===== src/rtl/counter_sweep_ctrl.sv =====
// Triangle-sweep sequencer for the shared up/down counter (lo -> hi -> lo, n cycles).
// Optional hold at each turnaround point: define SWEEP_DWELL_EN (hold length = DWELL).
module counter_sweep_ctrl #(
    parameter int W     = 8,
    parameter int CYC_W = 8,
    parameter int DWELL = 4
) (
    input  logic             clk,
    input  logic             resetn,
    input  logic             start,
    input  logic             abort,
    input  logic [W-1:0]     lo_lim,
    input  logic [W-1:0]     hi_lim,
    input  logic [CYC_W-1:0] n_cyc,
    input  logic [W-1:0]     c_in,
    output logic             cnt_load,
    output logic [W-1:0]     cnt_ld_val,
    output logic             cnt_en,
    output logic             cnt_dir,
    output logic             busy,
    output logic             done,
    output logic             err,
    output logic [CYC_W-1:0] cyc_cnt
);

    typedef enum logic [2:0] {
        S_IDLE  = 3'd0,
        S_LOAD  = 3'd1,
        S_UP    = 3'd2,
        S_DOWN  = 3'd3,
        S_DONE  = 3'd4,
        S_DW_HI = 3'd5,
        S_DW_LO = 3'd6
    } state_t;

    localparam logic [CYC_W-1:0] CYC_ONE = CYC_W'(1);

    state_t             state_r;
    state_t             next_state_s;
    logic [W-1:0]       lo_r;
    logic [W-1:0]       hi_r;
    logic [CYC_W-1:0]   n_cyc_r;
    logic [CYC_W-1:0]   cyc_cnt_r;
    logic [CYC_W-1:0]   cyc_next_s;
    logic               busy_r;
    logic               done_r;
    logic               err_r;
    logic               latch_s;
    logic               err_set_s;
    logic               cyc_inc_s;
    logic               cnt_load_s;
    logic [W-1:0]       cnt_ld_val_s;
    logic               cnt_en_s;
    logic               cnt_dir_s;
`ifdef SWEEP_DWELL_EN
    localparam logic [7:0] DWELL_C = 8'(DWELL);
    logic [7:0]         dwell_r;
    logic               dwell_ld_s;
    logic               dwell_inc_s;
`endif

    assign cyc_next_s = cyc_cnt_r + CYC_ONE;

    // Next-state and Mealy counter-command decode; abort always wins over turnaround/completion.
    always_comb begin
        next_state_s = state_r;
        latch_s      = 1'b0;
        err_set_s    = 1'b0;
        cyc_inc_s    = 1'b0;
        cnt_load_s   = 1'b0;
        cnt_ld_val_s = {W{1'b0}};
        cnt_en_s     = 1'b0;
        cnt_dir_s    = 1'b0;
`ifdef SWEEP_DWELL_EN
        dwell_ld_s   = 1'b0;
        dwell_inc_s  = 1'b0;
`endif
        case (state_r)
            S_IDLE: begin
                if (start) begin
                    latch_s = 1'b1;
                    if ((lo_lim >= hi_lim) || (n_cyc == {CYC_W{1'b0}})) begin
                        err_set_s    = 1'b1;
                        next_state_s = S_DONE;
                    end else begin
                        next_state_s = S_LOAD;
                    end
                end else begin
                    next_state_s = S_IDLE;
                end
            end
            S_LOAD: begin
                if (abort) begin
                    err_set_s    = 1'b1;
                    next_state_s = S_DONE;
                end else begin
                    cnt_load_s   = 1'b1;
                    cnt_ld_val_s = lo_r;
                    next_state_s = S_UP;
                end
            end
            S_UP: begin
                if (abort) begin
                    err_set_s    = 1'b1;
                    next_state_s = S_DONE;
                end else if (c_in != hi_r) begin
                    cnt_en_s  = 1'b1;
                    cnt_dir_s = 1'b1;
                end else begin
`ifdef SWEEP_DWELL_EN
                    // The arrival cycle is the first hold cycle.
                    dwell_ld_s   = 1'b1;
                    next_state_s = S_DW_HI;
`else
                    cnt_en_s     = 1'b1;
                    cnt_dir_s    = 1'b0;
                    next_state_s = S_DOWN;
`endif
                end
            end
            S_DOWN: begin
                if (abort) begin
                    err_set_s    = 1'b1;
                    next_state_s = S_DONE;
                end else if (c_in != lo_r) begin
                    cnt_en_s  = 1'b1;
                    cnt_dir_s = 1'b0;
                end else begin
                    cyc_inc_s = 1'b1;
                    if (cyc_next_s == n_cyc_r) begin
                        next_state_s = S_DONE;
                    end else begin
`ifdef SWEEP_DWELL_EN
                        dwell_ld_s   = 1'b1;
                        next_state_s = S_DW_LO;
`else
                        cnt_en_s     = 1'b1;
                        cnt_dir_s    = 1'b1;
                        next_state_s = S_UP;
`endif
                    end
                end
            end
`ifdef SWEEP_DWELL_EN
            S_DW_HI: begin
                if (abort) begin
                    err_set_s    = 1'b1;
                    next_state_s = S_DONE;
                end else if (dwell_r >= DWELL_C) begin
                    cnt_en_s     = 1'b1;
                    cnt_dir_s    = 1'b0;
                    next_state_s = S_DOWN;
                end else begin
                    dwell_inc_s = 1'b1;
                end
            end
            S_DW_LO: begin
                if (abort) begin
                    err_set_s    = 1'b1;
                    next_state_s = S_DONE;
                end else if (dwell_r >= DWELL_C) begin
                    cnt_en_s     = 1'b1;
                    cnt_dir_s    = 1'b1;
                    next_state_s = S_UP;
                end else begin
                    dwell_inc_s = 1'b1;
                end
            end
`endif
            S_DONE: begin
                next_state_s = S_IDLE;
            end
            default: begin
                next_state_s = S_IDLE;
            end
        endcase
    end

    // State, shadow configuration and status registers.
    always_ff @(posedge clk or posedge resetn) begin
        if (resetn) begin
            state_r   <= S_IDLE;
            lo_r      <= {W{1'b0}};
            hi_r      <= {W{1'b0}};
            n_cyc_r   <= {CYC_W{1'b0}};
            cyc_cnt_r <= {CYC_W{1'b0}};
            busy_r    <= 1'b0;
            done_r    <= 1'b0;
            err_r     <= 1'b0;
`ifdef SWEEP_DWELL_EN
            dwell_r   <= 8'd0;
`endif
        end else begin
            state_r <= next_state_s;
            busy_r  <= (next_state_s != S_IDLE);
            done_r  <= (next_state_s == S_DONE);
            if (latch_s) begin
                lo_r      <= lo_lim;
                hi_r      <= hi_lim;
                n_cyc_r   <= n_cyc;
                cyc_cnt_r <= {CYC_W{1'b0}};
                err_r     <= 1'b0;
            end
            if (err_set_s) begin
                err_r <= 1'b1;
            end
            // Saturate at the programmed count; there is no wrap path.
            if (cyc_inc_s && (cyc_cnt_r != n_cyc_r)) begin
                cyc_cnt_r <= cyc_next_s;
            end
`ifdef SWEEP_DWELL_EN
            if (dwell_ld_s) begin
                dwell_r <= 8'd1;
            end else if (dwell_inc_s) begin
                dwell_r <= dwell_r + 8'd1;
            end
`endif
        end
    end

    assign cnt_load   = cnt_load_s;
    assign cnt_ld_val = cnt_ld_val_s;
    assign cnt_en     = cnt_en_s;
    assign cnt_dir    = cnt_dir_s;
    assign busy       = busy_r;
    assign done       = done_r;
    assign err        = err_r;
    assign cyc_cnt    = cyc_cnt_r;

endmodule


===== config.mk =====
export PLATFORM = sky130hd
export DESIGN_NAME = counter_sweep_ctrl
export DESIGN_NICKNAME = d
export VERILOG_FILES = /design/src/rtl/counter_sweep_ctrl.sv
export SDC_FILE = /design/constraint.sdc
export NUM_CORES = 1
export LEC_CHECK = 0
export CAP_MARGIN = 40
export CORE_MARGIN = 3
export CORE_UTILIZATION = 49
export DETAILED_ROUTE_END_ITERATION = 8
export PLACE_DENSITY = 0.92
export SLEW_MARGIN = 15
export SYNTH_ARGS = -nofsm -noshare
export SYNTH_HDL_FRONTEND = slang
export SYNTH_SLANG_ARGS = --single-unit

===== constraint.sdc =====
create_clock -name clk -period 3.15 [get_ports clk]
set_input_delay 0.945 -clock clk [delete_from_list [all_inputs] [get_ports clk]]
set_output_delay 0.945 -clock clk [all_outputs]
set_load 0.01 [all_outputs]

[After elaboration in Yosys (flattened, before gate mapping)]
Cells that the tools add are included.
Storage, ports and cells
  flip-flop bits (word level): 38
  logic and storage cells: 61
  input bits: 36
  output and inout port bits: 22
Operators by class
  multiplexer cells: 35
  reduce and logical (&&, ||, !) cells: 8
  $add $sub $neg: 1
  magnitude comparators: 1
  eq/ne operators: 8
Operator list (number)
  8-bit 2-to-1 mux: 4
  3-bit 2-to-1 mux: 8
  8-bit inequality test: 3
  1-bit 2-to-1 mux: 19
  3-bit one-hot mux with 4 select lines: 1
  8-bit by 1-bit adder with 8-bit output (second input constant): 1
  8-bit == test: 1
  8-bit greater-or-equal comparator: 1
  8-bit logical NOT: 1
  3-bit by 2-bit == test with 1-bit output (second input constant): 2
  1-bit one-hot mux with 2 select lines: 3
  2-bit nonzero test: 2
  3-bit by 1-bit == test with 1-bit output (second input constant): 1
  3-bit == test (second input constant): 1
  3-bit logical NOT: 1
  3-bit nonzero test: 1
  3-bit OR reduction: 1
  1-bit logical AND: 1
  1-bit logical OR: 1

[Depth between registers and ports, before layout]
Gate-level depths: netlist (run 1).
  depth after elaboration: 7
  gate-level depth with buffers: 9
  mapped depth without buffers: 8

[Worst setup path before layout (run 1)]
Ideal clock, no wire load.
  path kind: input port to output port
  start point: input abort
  end point: output cnt_ld_val[0]
  required time: 2205 ps
  stages on the path: 2
  setup slack: 199 ps
  buffers on the path: 0
  arrival: 2006 ps
  path through: nor4_1 > and2_1
On the way
  cells in the longest elaborated chain, start to end: 2
Ends and longest elaborated chain
  start: declaration: line 11  | input logic abort,
  8-bit 2-to-1 mux: line 93  | if (abort) begin
  8-bit 2-to-1 mux: line 78  | case (state_r)
  end: declaration: line 17  | output logic [W-1:0] cnt_ld_val,
No other way between the ends.

[Worst setup path after layout (run 1)]
  start point: input c_in[4]
  end point: output cnt_en
On the way
  cells in the longest elaborated chain, start to end: 4
Ends and longest elaborated chain
  start: declaration: line 15  | input logic [W-1:0] c_in,
  8-bit inequality test: line 125  | end else if (c_in != lo_r) begin
  1-bit 2-to-1 mux: line 125
  1-bit 2-to-1 mux: line 122  | if (abort) begin
  1-bit one-hot mux with 2 select lines: line 78
  end: declaration: line 18  | output logic cnt_en,
No other way between the ends.

==> summary.md, run 1 <==
| Metric | Value |
|---|---|
| Final Setup Violations | `0` |
| Min-Delay Path Class | `register to register` |
| Initial antenna violation count | `0` |
| DR vias | `2275` |
| DP Area | `roughly 0.003 mm^2` |
| Gpl congestion | `0.907` |
| Pwr per Cell Area | `608 mW/mm^2` |
| CP Launch Point | `c_in[4]` |
| Syn nets | `298` |
| Post-DP HPWL | `4460 um` |
| Clk_skew | `5.68 ps` |
| Placeable Area | `0.00420 mm^2` |
| Drt drc | `0` |
| First-pass GRT wire length | `between 10000 and 15000 um` |
| Critical Path, Cell by Cell | `buf_4 > xor2_2 > nor4_2 > buf_4 > nand3_4 > buf_6 > inv_4 > a21oi_2 > buf_2` |
| CP most frequent cell | `buf_4` |
| R2R Setup Slk | `just over 700 ps` |
| Maximum vdd ir drop | `443 uV` |
| Final Non-Filler Cells | `389` |
| Die Width | `73.6 um` |
| Synth async-reset ratio | `100%` |
| R2R depth | `10` |
| Row cnt | `23` |
| Port Buffers | `57` |
| Tot Pwr | `1.96 mW` |
| H-tree lvl count | `2` |
| Worst skew pair latency | `300 ps` |
| WP buf/inv | `5` |
| Die height | `73.6 um` |
| HP Start | `n_cyc_r[7]` |
| Synth Register Bits | `38` |
| Yosys cell types | `39` |
| Diode count | `0` |
| Drt via density | `5.85` |
| Status | `complete, no violations` |
| Ratio of cells with drive above 1 in the final layout | `around a fifth` |
| Fmax | `0.320 GHz` |
| Part of the Yosys area used for sequential elements | `42.5%` |
| Clock-pin slew on the worst setup and hold paths | `70 ps` |
| Effective utilization at floorplan | `a little over half` |
| CTS Buf Count | `5` |
| Mapped Avg Cell Area | `8.84 um^2` |
| Clk sinks | `38` |
| Rel. slew slack | `64.9%` |
| Critical path's top delay family | `buffers and inverters` |
| DR pass1 iterations | `4` |
| Routed Antenna Nets | `0` |
| Post-route setup TNS | `0 ps` |
| CP Max Fanout | `2` |
| Slew @ Worst Pin | `522 ps` |
| Hold Path Sink | `n_cyc_r[7]` |
| All-Layer GR Usage | `26.2%` |
| Die area | `0.00541 mm^2` |
| Required time of the critical path | `2200 ps` |
| Root Driver | `clkbuf_8` |
| Cell count after synthesis | `253` |
| Largest net degree at the start of global routing | `39` |
| Hold_buf cts | `0` |
| Fin area | `between 0.003 and 0.004 mm^2` |
| Pre-CTS setup slack | `-874 ps` |
| Placed Cells | `374` |
| Tmin final | `3130 ps` |
| R2R Path End | `cyc_cnt[6]` |
| Max-cap violations | `0` |
| Critical path startpoint category | `input pin` |
| Initial drt markers | `235` |
| Stages on the worst setup path | `9` |
| Layout Nets | `384` |
| Final Hold Fails | `0` |
| Worst Slack Setup Final | `23.7 ps` |
| Total wire length | `7090 um` |
| Synth Flop Type | `dfrtp_1` |
| Period utilization | `99.2%` |
| Wire per inst | `18.2 um` |
| Setup crit end kind | `primary output` |
| RSZ-0062 raised after global routing | `yes` |
| IO Count | `just under 60` |
| Setup CP Type | `input pin to primary output` |
| Synth Cell Area | `0.00224 mm^2` |
| Clk buf depth | `2` |
| Hold Crit Depth | `2` |
| Slew Viols, Final | `0` |
| Critical path arrival | `2180 ps` |
| TritonCTS clock tree | `done` |
| Grt total ovfl | `0` |
| Yosys warns | `0` |
| Slowest stage delay, CP | `between 200 and 300 ps` |
| Leak | `around 1.6 nW` |
| Synth-to-Final Area Change | `44.3%` |
| CP max-delay cell | `nor4_2` |
| Number of synthesized flops with an enable pin | `0` |
| Reg2Reg Launch Point | `lo_r[6]` |
| Number of global-route vias before repair | `2296` |
==> state kept, by name, indices dropped and copies added, names as in the netlist <==
signal   flops
hi_r         8
cyc_cnt      8
busy         1
lo_r         8
state_r      3
done         1
n_cyc_r      8
err          1
==> worst max-delay path by stage <==
stage,to,slack [ps]
2_1_floorplan,cnt_ld_val[0],200
3_3_place_gp,cnt_dir,-770
3_5_place_dp,cnt_dir,-870
4_1_cts,cnt_en,-60
5_1_grt,cnt_en,-10
6_report,cnt_en,20
==> logic make-up (layout without fill, tap and decap cells) <==
family | after synthesis | in the layout | synth area share, %
AO/OA/AOI/OAI | 45 | 45 | 13.0
XOR/XNOR | 29 | 29 | 11.7
adder cells (fa/ha/maj) | 9 | 9 | 5.04
buffers and inverters | 24 | 110 | 4.64
AND/OR/NAND/NOR | 108 | 108 | 23.1
flip-flops | 38 | 38 | 42.5
==> timing repair <==
action	4_1_cts	5_1_grt
pin swaps	7	8
setup endpoints to repair	11	3
gates resized for setup	43	34
cloned	1	0
buffers inserted	6	1
==> metal layers <==
layer	vias to the layer above	routed length [um]	global-route usage, %
met5	-	0	0
met4	0	264	11.3
met3	24	521	5.20
met2	116	3660	44.8
met1	1113	2650	31.9
li1	1022	-	-
==> cells in the mapped netlist (5+ instances only) <==
| master | number | area share [%] |
|---|---|---|
| nor4_1 | 7 | 2.0 |
| clkbuf_1 | 6 | 1.0 |
| a21oi_1 | 5 | 1.1 |
| nor2_1 | 9 | 1.5 |
| nand2_1 | 58 | 9.7 |
| o21ai_0 | 18 | 4.0 |
| xnor2_1 | 15 | 5.9 |
| ha_1 | 9 | 5.0 |
| nand3_1 | 6 | 1.3 |
| inv_1 | 14 | 2.4 |
| a21o_1 | 5 | 1.7 |
| and2_1 | 8 | 2.2 |
| dfrtp_1 | 38 | 43 |
| xor2_1 | 13 | 5.1 |
==> stage by stage <==
step | hold WS, ps | utilization, %
after floorplan | 466 | -
after global placement | 482 | 71.4
after detailed placement | 488 | 71.4
after CTS | 505 | 75.6
after global routing | 555 | 76.8
final | 527 | 76.8
==> layout make-up <==
type | count | area [um^2]
clock inverters | 2 | 10.0
flip-flops and latches | 38 | 951
inverters | 14 | 55.1
clock buffers | 5 | 68.8
multi-input cells | 191 | 1310
repair buffers | 89 | 766
well taps | 50 | 62.6
fillers | 270 | 975
==> report_power, final <==
group / internal (mW) / switching [mW]
Combinational: 0.363 / 0.413
Clock: 0.149 / 0.180
Sequential: 0.662 / 0.195
Total: 1.17 / 0.788
==> cell usage in the layout, fill, tap and decap left out, types with 5 or more instances in the layout <==
cell type	count
nand2_1	58
dfrtp_1	38
clkdlybuf4s50_1	38
buf_4	31
o21ai_0	18
xnor2_1	15
inv_1	13
nor2_1	8
xor2_1	8
and2_1	8
ha_1	8
dlygate4sd2_1	8
clkbuf_2	6
nand3_1	5
xor2_2	5
a21o_1	5
clkbuf_8	5
==> worst reg2reg max path, cell delays in order (launching register included) <==
cell and delay [ps]:
dfrtp_1 450, xor2_4 220, nor4_2 300, buf_4 190, nand3_4 110, buf_6 150, buf_4 130, or2_1 250
buf_4 200, o21ai_0 220, a21o_1 160
No activity file was read; power rests on OpenSTA's default activity.
==> run 2: changes to the inputs <==
--- a/config.mk
+++ b/config.mk
@@ -5,9 +5,11 @@
 export SDC_FILE = /design/constraint.sdc
 export NUM_CORES = 1
 export LEC_CHECK = 0
+export ABC_AREA = 1
 export CAP_MARGIN = 40
 export CORE_MARGIN = 3
-export CORE_UTILIZATION = 49
+export CORE_UTILIZATION = 50
+export CTS_CLUSTER_DIAMETER = 40
 export DETAILED_ROUTE_END_ITERATION = 8
 export PLACE_DENSITY = 0.92
 export SLEW_MARGIN = 15
==> run 2 against run 1 <==
Effect of this change: the flow now finishes with violations (negative setup slack); maximum frequency shrank 1.0%; synthesized area grew 7.9%; final cell count grew 22%; sequential share of layout area shrank 0.28 points; register-to-register slack gained 530 ps; clock-buffer cell count grew 1; critical path depth grew 1; clock skew grew 3.8 ps; die area grew 5.3%; via count grew 9.3%; worst setup slack lost 32 ps; non-clock buffer count shrank 14; critical path type unchanged; critical endpoint unchanged; largest power group is now combinational logic; highest routed layer unchanged.
==> summary.md, run 2 <==
| Metric | Value |
|---|---|
| Number of synthesized flops with an enable pin | `0` |
| Min-Delay Path Class | `register to register` |
| Ratio of cells with drive above 1 in the final layout | `10.4%` |
| Port Buffers | `57` |
| Clk buf depth | `2` |
| Largest net degree at the start of global routing | `39` |
| Clk sinks | `38` |
| Yosys cell types | `21` |
| Most frequent cell after synthesis | `nand2_1` |
| Critical Path, Cell by Cell | `dlygate4sd2_1 > xor2_1 > nor2_1 > nand2_1 > nor2_2 > buf_4 > nand4_1 > nand2_1 > nand2_1 > buf_2` |
| Die area | `0.00570 mm^2` |
| Tot Pwr | `2.12 mW` |
| Final Util | `approximately 72%` |
| Setup CP Type | `input pin to primary output` |
| Max-cap violations | `0` |
| All-Layer GR Usage | `about a quarter` |
| TritonCTS clock tree | `done` |
| Root Driver | `clkbuf_8` |
| Maximum vdd ir drop | `roughly 290 uV` |
| Placeable Area | `0.00450 mm^2` |
| Critical path arrival | `2210 ps` |
| Cell count after synthesis | `344` |
| Clock-pin slew on the worst setup and hold paths | `70 ps` |
| DR vias | `2487` |
| Yosys warns | `0` |
| Routed Antenna Nets | `0` |
| Clk_skew | `9.51 ps` |
| Diode count | `0` |
| Initial antenna violation count | `0` |
| DP Area | `0.00315 mm^2` |
| Tmin final | `about 3200 ps` |
| Synth Flop Type | `dfrtp_1` |
| Final Hold Fails | `0` |
| Slowest stage delay, CP | `280 ps` |
| Synth top area share | `39.4%` |
| CP Max Fanout | `2` |
| Placed Cells | `464` |
| Die height | `75.5 um` |
| Wire per inst | `14.0 um` |
| Pwr per Cell Area | `roughly 650 mW/mm^2` |
| Synth Cell Area | `about 0.0024 mm^2` |
| Total wire length | `6620 um` |
| DR pass1 iterations | `5` |
| Status | `complete, but fails checks` |
| Rel. slew slack | `66.5%` |
| Grt total ovfl | `0` |
| Worst skew pair latency | `300 ps` |
| H-tree lvl count | `2` |
| IO Count | `58` |
| Synth-to-Final Area Change | `35.0%` |
| Leak | `1.71 nW` |
| Commonest non-fill, non-tap cell in the layout | `nand2_1` |
| Gpl congestion | `0.919` |
| CP most frequent cell | `nand2_1` |
| Synth async-reset ratio | `100%` |
| Commonest cells in the netlist | `nand2_1 (109), inv_1 (59), dfrtp_1 (38), nor2_1 (28), o21ai_0 (27)` |
| Slew Viols, Final | `0` |
| Synth area leader | `dfrtp_1` |
| First-pass GRT wire length | `10400 um` |
| Most area-consuming cells after synthesis | `dfrtp_1 (39%), nand2_1 (17%), inv_1 (9.2%), o21ai_0 (5.6%), xor2_1 (5.4%)` |
| Final Non-Filler Cells | `roughly 470` |
| Most frequent cells in the layout | `nand2_1 (108), inv_1 (58), dfrtp_1 (38), clkdlybuf4s50_1 (38), o21ai_0 (27)` |
| Final Setup Violations | `1` |
| Setup crit end kind | `primary output` |
| Post-DP HPWL | `4950 um` |
| Period utilization | `100%` |
| Drt via density | `5.25` |
| Fin area | `0.00326 mm^2` |
| Worst Slack Setup Final | `-8.29 ps` |
| Critical path startpoint category | `input pin` |
| Fmax | `0.317 GHz` |
| Hold Slack | `514 ps` |
| Number of global-route vias before repair | `2405` |
| Layout Nets | `466` |
| Initial drt markers | `approximately 130` |
| Synth Register Bits | `38` |
| Row cnt | `24` |
| CTS Buf Count | `5` |
| Mapped Avg Cell Area | `roughly 7 um^2` |
| Die Width | `75.5 um` |
| Syn nets | `389` |
| Part of the Yosys area used for sequential elements | `39.4%` |
| Failing checks | `negative setup slack` |
| CP max-delay cell | `dlygate4sd2_1` |
| Slew @ Worst Pin | `502 ps` |
| Drt drc | `0` |
| Effective utilization at floorplan | `53.6%` |
| Required time of the critical path | `roughly 2200 ps` |
-- run 2: cell types whose count changed after synthesis, sizes merged, moves of 5 or more --
cell   before  now
a21o        5    0
and2        9    0
xnor2      15    6
o21ai      18   27
nand2      58  111
nor4        7    0
nor3        2   10
nand3       6   14
nor3b       5    0
nor2        9   30
inv        14   59
-- run 2: what timing repair did --
action	4_1_cts	5_1_grt
pin swaps	5	11
setup endpoints to repair	11	2
hold buffers	0	0
gates resized for setup	30	12
setup buffers	0	2
-- run 2: worst max-delay path, delay by kind of cell --
family | cells | cell delay (ps)
XOR/XNOR | 1 | 160
AND/OR/NAND/NOR | 6 | 580
buffers and inverters | 3 | 540
-- run 2: path summary, 6_finish.rpt --
| check | from | end | slack, ps | cells past startpoint |
|---|---|---|---|---|
| hold reg to reg | hi_r[0] | hi_r[0] | 510 | 2 |
| setup / recovery | c_in[6] | cnt_en | -8 | 10 |
| hold / removal | hi_r[0] | hi_r[0] | 510 | 2 |
| min in group asynchronous | resetn | lo_r[5] | 1070 | 3 |
| setup reg to reg | lo_r[2] | cyc_cnt[6] | 1250 | 13 |
| max in group asynchronous | resetn | hi_r[5] | 1730 | 3 |
-- run 2: final cells by class --
| type | count | area, um^2 |
|---|---|---|
| tap | 52 | 65.1 |
| clock inverter | 2 | 12.5 |
| fill | 355 | 1250 |
| inverter | 59 | 221 |
| timing repair buffer | 75 | 673 |
| multi-input combinational | 242 | 1250 |
| clock buffer | 6 | 82.6 |
| sequential | 38 | 951 |
-- run 2: stage by stage --
stage | worst slack (ps) | TNS [ps]
3_3_place_gp | -566 | -3400
2_1_floorplan | 476 | 0
5_1_grt | -104 | -118
6_report | -8.29 | -8.29
4_1_cts | -30.1 | -30.1
3_5_place_dp | -633 | -3590
-- run 2: where the power goes --
part / leakage [nW] / internal (mW) / switching (mW)
Combinational: 1.18 / 0.373 / 0.574
Sequential: 0.484 / 0.673 / 0.143
Clock: 0.0472 / 0.176 / 0.185
Total: 1.71 / 1.22 / 0.901
-- run 2: cell families (layout without fill, tap and decap cells) --
family,count (synthesis),after routing,share of synthesized area (%)
compound gates,41,41,9.07
buf+inv,64,142,9.95
xor+xnor,21,21,7.62
fa+ha+maj,9,9,4.67
flops,38,38,39.4
simple gates,171,171,29.3
-- run 2: per-layer routing --
layer | GRT usage [%] | vias to the layer above | wire length (um)
li1 | - | 1221 | -
met1 | 30.2 | 1127 | 2640
met2 | 40.1 | 117 | 3310
met3 | 4.88 | 22 | 504
met4 | 12.0 | 0 | 165
met5 | 0 | - | 0
==> run 3: changes to the inputs <==
--- a/config.mk
+++ b/config.mk
@@ -10,6 +10,7 @@
 export CORE_MARGIN = 3
 export CORE_UTILIZATION = 50
 export CTS_CLUSTER_DIAMETER = 40
+export CTS_CLUSTER_SIZE = 40
 export DETAILED_ROUTE_END_ITERATION = 8
 export PLACE_DENSITY = 0.92
 export SLEW_MARGIN = 15
==> results of run 3 <==
Same layout as run 2: the final DEF is identical, and so are final timing and power.
